**config.mk**
```make
export PLATFORM = sky130hd
export DESIGN_NAME = demod_reg_bus_arbiter
export DESIGN_NICKNAME = d
export VERILOG_FILES = /design/src/rtl/demod_reg_bus_arbiter.sv
export SDC_FILE = /design/constraint.sdc
export NUM_CORES = 1
export LEC_CHECK = 0
export BUFFER_PORTS_ARGS = -buffer_cell sky130_fd_sc_hd__buf_2
export CORE_MARGIN = 2
export CORE_UTILIZATION = 49
export CTS_CLUSTER_DIAMETER = 100
export DETAILED_ROUTE_END_ITERATION = 8
export PLACE_DENSITY = 0.87
export REMOVE_ABC_BUFFERS = 1
export SYNTH_ARGS = -nofsm -noshare
export SYNTH_HDL_FRONTEND = slang
export SYNTH_SLANG_ARGS = --single-unit
```
**constraint.sdc**
```tcl
create_clock -name clk -period 2.8 [get_ports clk]
set_input_delay 0.14 -clock clk [delete_from_list [all_inputs] [get_ports clk]]
set_output_delay 0.14 -clock clk [all_outputs]
set_load 0.01 [all_outputs]
```
**src/rtl/demod_reg_bus_arbiter.sv**
```systemverilog
// -----------------------------------------------------------------------------
// demod_reg_bus_arbiter
//   Shares one asynchronous-strobe register bus between the host port
//   (reads and writes) and the auto-acquisition engine (writes only).
//   Every access runs IDLE -> SETUP (1) -> STROBE (STROBE_CYCLES) -> HOLD (1)
//   and is acknowledged with a one-cycle pulse in the IDLE cycle that follows,
//   giving a request-to-ack latency of STROBE_CYCLES+3 cycles.
//
//   Build option: DEMOD_ARB_ROUND_ROBIN_EN
//     undefined : host has fixed priority when both ports request.
//     defined   : contention is resolved round-robin (host first after reset).
//
// Ports
//   clk, nReset                         clock, async active-low reset
//   hostReq/Write/Addr/Data/Be          host access request
//   hostAck, hostRdData                 host completion pulse, last read value
//   autoReq/Addr/Data/Be, autoAck       engine write request and completion
//   busAddr, busData, busCs             shared register bus
//   busWr[3:0]                          active-low byte strobes (data[8n+7:8n])
//   busRdData                           register-file read data
//   busy                                high whenever an access is in flight
// -----------------------------------------------------------------------------
module demod_reg_bus_arbiter #(
  parameter int STROBE_CYCLES = 2   // strobe low time in clk cycles, 1..15
) (
  input  logic        clk,
  input  logic        nReset,
  input  logic        hostReq,
  input  logic        hostWrite,
  input  logic [11:0] hostAddr,
  input  logic [31:0] hostData,
  input  logic [3:0]  hostBe,
  output logic        hostAck,
  output logic [31:0] hostRdData,
  input  logic        autoReq,
  input  logic [11:0] autoAddr,
  input  logic [31:0] autoData,
  input  logic [3:0]  autoBe,
  output logic        autoAck,
  output logic [11:0] busAddr,
  output logic [31:0] busData,
  output logic        busCs,
  output logic [3:0]  busWr,
  input  logic [31:0] busRdData,
  output logic        busy
);

  typedef enum logic [1:0] {IDLE, SETUP, STROBE, HOLD} state_t;

  state_t     state;
  logic [3:0] strbCnt;
  logic [3:0] beReg;
  logic       wrReg;
  logic       ownerHost;
  logic       grantHost;
  logic       grantAuto;
  logic       arbEn;

`ifdef DEMOD_ARB_ROUND_ROBIN_EN
  logic       hostFirst;  // priority pointer: 1 = host wins the next tie
`endif

  // The cycle carrying an ack is never a grant cycle. The acked requester still
  // shows its old request there, so it is ineligible; holding off the other
  // port too lets a requester that immediately re-requests compete on equal
  // terms in the next cycle (otherwise fixed priority would degrade to
  // alternation whenever both ports are held busy).
  assign arbEn = (state == IDLE) && !hostAck && !autoAck;

  always_comb begin
    grantHost = 1'b0;
    grantAuto = 1'b0;
    if (arbEn) begin
`ifdef DEMOD_ARB_ROUND_ROBIN_EN
      if (hostReq && autoReq) begin
        grantHost = hostFirst;
        grantAuto = !hostFirst;
      end else begin
        grantHost = hostReq;
        grantAuto = autoReq;
      end
`else
      grantHost = hostReq;
      grantAuto = autoReq && !hostReq;
`endif
    end
  end

  always_ff @(posedge clk or negedge nReset) begin
    if (!nReset) begin
      state      <= IDLE;
      strbCnt    <= '0;
      beReg      <= '0;
      wrReg      <= 1'b0;
      ownerHost  <= 1'b0;
      busAddr    <= '0;
      busData    <= '0;
      busCs      <= 1'b0;
      busWr      <= 4'hF;
      busy       <= 1'b0;
      hostAck    <= 1'b0;
      autoAck    <= 1'b0;
      hostRdData <= '0;
`ifdef DEMOD_ARB_ROUND_ROBIN_EN
      hostFirst  <= 1'b1;
`endif
    end else begin
      hostAck <= 1'b0;
      autoAck <= 1'b0;
      case (state)
        IDLE: begin
          if (grantHost || grantAuto) begin
            busAddr   <= grantHost ? hostAddr : autoAddr;
            busData   <= grantHost ? hostData : autoData;
            beReg     <= grantHost ? hostBe   : autoBe;
            wrReg     <= grantHost ? hostWrite : 1'b1;  // engine only writes
            ownerHost <= grantHost;
            busCs     <= 1'b1;
            busy      <= 1'b1;
            state     <= SETUP;
`ifdef DEMOD_ARB_ROUND_ROBIN_EN
            hostFirst <= !grantHost;
`endif
          end
        end
        SETUP: begin
          // Reads and be=0 writes still walk the strobe phase, just with
          // every strobe held high.
          busWr   <= ~(beReg & {4{wrReg}});
          strbCnt <= 4'(STROBE_CYCLES - 1);
          state   <= STROBE;
        end
        STROBE: begin
          if (strbCnt == 4'd0) begin
            busWr <= 4'hF;
            state <= HOLD;
          end else begin
            strbCnt <= strbCnt - 4'd1;
          end
        end
        HOLD: begin
          busCs <= 1'b0;
          busy  <= 1'b0;
          state <= IDLE;
          if (ownerHost) begin
            hostAck <= 1'b1;
            if (!wrReg) hostRdData <= busRdData;
          end else begin
            autoAck <= 1'b1;
          end
        end
        default: state <= IDLE;
      endcase
    end
  end

endmodule

```
---- After elaboration in Yosys (flattened, before gate mapping) ----
Index checks and enable logic that the tools add are counted.
storage, ports and cells
  flip-flop bits (word level) ............. 95
  output and inout port bits .............. 84
  word-level logic and storage cells ...... 58
operators by class
  add/sub/neg operators ................... 1
  equal/unequal tests ..................... 6
  mux-type cells .......................... 19
  bitwise operators ....................... 3
  reductions and logical operators ........ 17
operator list
  operator             count
  $mux 32              1
  $pmux 4 s2           2
  $mux 12              1
  $mux 4               3
  $reduce_and 2->1     5
  $mux 1               8
  $pmux 2 s4           1
  $and 4x4->4          1
  $eq 2x2->1 const B   2
  $logic_not 4->1      1
  $mux 2               2
  $ne 2x2->1 const B   2
  $not 4->4            1
  $reduce_bool 2->1    2
  $sub 4x1->4 const B  1
  $logic_and 1x1->1    3
  $logic_not 1->1      3
  $reduce_and 3->1     1
  $eq 2x1->1 const B   1
  $logic_not 2->1      1
  $ne 2x1->1 const B   1
  $pmux 1 s2           1
  $logic_or 1x1->1     1
  $not 1->1            1

---- Logic depth before layout (Yosys ltp) ----
  depth after elaboration ................. 7
  mapped depth ............................ 8

---- Least setup slack after synthesis ----
OpenSTA, ideal clock, no wires.
  path kind ............................... register to register
  from .................................... register state[0]
  to ...................................... register busData[11]
  setup time .............................. 0.132 ns
  data arrival time ....................... 1.417 ns
  required time ........................... 2.668 ns
  setup slack ............................. 1.251 ns
  stages on the path, launching flop included .. 9
  buffers on the path ..................... 2
  clock period less this slack ............ 1.549 ns
  cells stage by stage .................... dfrtp_1 > inv_1 > ha_1 > nor3b_2 > o21ai_2 > buf_6 > buf_6 > nand2_1 > o21ai_1
on the way
  longest elaborated chain between the ends .. 6
  elaborated cells between the ends (all ways) .. 8
  those cells by class .................... 3 x mux; 5 x reduce/logical
RTL lines
  item                               RTL line  source
  from (decl)                        50        state_t state;
  from (signal assigned)             91        state <= IDLE;
  from (signal assigned)             120       state <= SETUP;
  from (signal assigned)             131       state <= STROBE;
  $logic_not 2->1 (*)                68, 110
  $logic_and 1x1->1 (2 in series)    68        assign arbEn = (state == IDLE) && !hostAck && !autoAck;
  $mux 1                             73        if (arbEn) begin
  $logic_or 1x1->1                   112       if (grantHost || grantAuto) begin
  $reduce_and 2->1 (no source line)  -
  to (signal assigned)               114       busData <= grantHost ? hostData : autoData;
  to (decl)                          41        output logic [31:0] busData,
Every way passes the cells marked *; elsewhere a longest branch is shown, timed or not.
A chain may end at the register's enable or synchronous reset.

---- Worst setup path in the final report ----
  from .................................... register state[0]
  to ...................................... register busData[1]
The elaborated chain is that of the path after synthesis.

==> metrics <==
Max Cap Viol 0; CP max stage delay around 0.43 ns; Initial Util slightly above 50%; wire per inst about 14 microns; critical path data arrival time 2.23 ns; Worst-path clk slew roughly 0.1 ns; most frequent cells in the layout 215 x buf_2, 91 x dfrtp_1, 55 x nand2_1; Sink Count 95; number of buffers created by CTS 9; DP HPWL about 7.4 mm; H-tree depth 3; nets between 700 and 800; Clk pwr share ~16%; share of the synthesized area in the top cell type 54.65%; CP Buf/Inv Count 2; Comb power frac 41.9%; NetSw 2.117 mW; total iterations of the first detailed-routing run 5; Cells after Synth about 350; mean number of vias per cell a little under 5; most common cell after layout, fill and taps aside buf_2; # IOs about 220; status finished, final reports clean; first-pass GRT wire length between 10 and 15 mm; Die W around 96 microns; fin. max-slew vios 0; share of layout cells above drive strength 1 49.47%; register bit total from synthesis 95; Bufs on Longest Clock Path 2; final setup TNS 0 ns; PnR worst setup slack approximately 0.77 ns; Worst Clk Skew roughly 0.013 ns; measured slew at the worst slew-check pin 1.033 ns; Area contributors post-synth dfrtp_1 55%, mux2i_1 12%, mux2_2 8.9%, nand2_1 5.0%, o21ai_1 4.7%; vias in the first global route ~3100; Crit path max-delay family flip-flops; crit path max fanout 48; pwr/cell area just over 1000 nW/um^2; largest net degree at the start of global routing 96; yosys warns 0; P_leak just under 3 nW; routability cong. about 0.80; die area 9256 sq um; ANT nets after route 0; Mean Syn Cell Area between 10 and 15 sq um; CTS Root Cell clkbuf_8; cell breakdown of the critical path inv_1 -> ha_1 -> nor3b_2 -> o21ai_4 -> buf_4 -> nand2_1 -> o21ai_1; post-synthesis cell type count 33; VDD IR max between 300 and 400 uV; register area share after synthesis between 50% and 60%; Seq pwr share between 40% and 50%; P&R area growth vs syn 33.42%; initial antenna violation count 0; CTS tree yes; fmax around 490 MHz; cts repair resizes 0; worst skew pair latency between 0.3 and 0.4 ns; period utilization approximately 73%; CP Capture Type flip-flop; Worst Hold Class primary input to flip-flop; Final setup viols 0; grt ovf 0; critical path startpoint category flip-flop; Post-CTS Setup Inserts 0; # diodes 0; Tmin final around 2.0 ns; total track usage about a fifth; die height 96.21 microns; Vias approximately 3300; row count 33; Sw Ratio 36.93%; slew margin rel. a little under a third; core area a little over 8000 sq um; Starting DRT DRC Count roughly 110; IO buf count roughly 220; DRT Wirelength 9.375 mm; Placement Setup Slack ~0.78 ns; RSZ-0062 raised after global routing no; biggest area consumer among synthesized cells dfrtp_1; Post-route DRC 0; Critical Path RT approximately 3.0 ns; Cell Area, Synth about 4200 sq um; Critical-path top delay cell dfrtp_1; final hold viol count 0; Crit Path Class flip-flop to flip-flop; Int Pwr about 3.6 mW
-- path summary, 6_finish.rpt --
path,cells past startpoint,from,endpoint,slack [ns]
min reg2reg,1,beReg[0]$_DFFE_PN0P_,busWr[0]$_DFFE_PN1P_,0.42
min,2,busRdData[7],hostRdData[7]$_DFFE_PN0P_,0.01
max in group asynchronous,3,nReset,busWr[0]$_DFFE_PN1P_,2.02
max,7,state[0]$_DFFE_PN0P_,busData[1]$_DFFE_PN0P_,0.77
max reg2reg,7,state[0]$_DFFE_PN0P_,busData[1]$_DFFE_PN0P_,0.77
min in group asynchronous,3,nReset,hostRdData[10]$_DFFE_PN0P_,0.33
-- Yosys cell counts, drive strengths merged --
cell type   n
inv         8
a22oi       1
a31o        1
or3         1
nor2b       1
nand2      55
clkbuf      5
dfrtp      91
a31oi       1
nand2b      3
nand3       1
dfstp       4
nor4b       1
buf        16
and2        1
nor3b       2
o22ai       2
nor2        4
o21ai      49
a21oi       6
mux2i      49
o31ai       2
a2bb2oi     4
mux2       33
ha          7
-- metal layers --
metal	routed length (microns)	vias up	part of all wire [%]	GRT usage (%)
li1	-	1632	-	-
met1	3708	1548	40	23.75
met2	4807	143	51	34.72
met3	670	16	7.1	3.759
met4	189	0	2.0	8.214
met5	0	-	0	0
-- final cells by class --
class                      instances  area [sq um]
timing repair buffer             227          1186
sequential                        95          2382
inverter                           8         30.03
tap                              105         131.4
multi-input combinational        224          1623
clock buffer                      10         137.6
fill                             638          2658
clock inverter                     6         68.82
-- registers in the layout (all words and copies together), names as in the netlist --
register    cells
busData        32
hostRdData     32
busAddr        12
beReg           4
busWr           4
strbCnt         4
state           2
autoAck         1
busy            1
hostAck         1
ownerHost       1
wrReg           1
-- power by group through the flow --
stage / logic [mW] / clock network [mW] / registers [mW]
4_1_cts: 2.45 / 0.939 / 2.42
3_3_place_gp: 2.34 / 0 / 2.40
3_5_place_dp: 2.45 / 0 / 2.44
6_report: 2.40 / 0.918 / 2.41
2_1_floorplan: 1.10 / 0 / 2.68
5_1_grt: 2.70 / 0.992 / 2.49
-- cells by family (layout without fill, tap and decap cells) --
group / count (synthesis) / in the layout / share of synthesized area (%)
fa+ha+maj: 7 / 7 / 2.102
mux: 82 / 82 / 20.69
buf+inv: 29 / 251 / 4.054
flops: 95 / 95 / 57.18
simple gates: 69 / 69 / 7.027
compound gates: 66 / 66 / 8.949
-- worst register-to-register path, delay by kind of cell, from the launching register on --
family / cells / cell delay [ns]
AOI/OAI and AO/OA: 2 / 0.41
adders and majority gates: 1 / 0.19
buffers and inverters: 2 / 0.43
DFF: 1 / 0.43
and+or+nand+nor: 2 / 0.41
-- through the flow --
stage               hold slack, ns  std cells  total power, mW  util (%)  area [sq um]
detailed placement          0.2260        656            4.886     64.78          5323
finish                     0.01390        675            5.734     67.66          5559
global route              0.004537        675            6.180     67.66          5559
CTS                       0.002744        675            5.805     67.66          5559
global placement            0.2191        656            4.743     64.78          5323
floorplan                  -0.1556        327            3.787         -          4028
-- timing repair --
| action | CTS | global route |
|---|---|---|
| hold endpoints to repair | 93 | 0 |
| hold buffers | 3 | 0 |
| endpoints found under the setup margin | 0 | 0 |
Power figures use the tool's default switching activity.
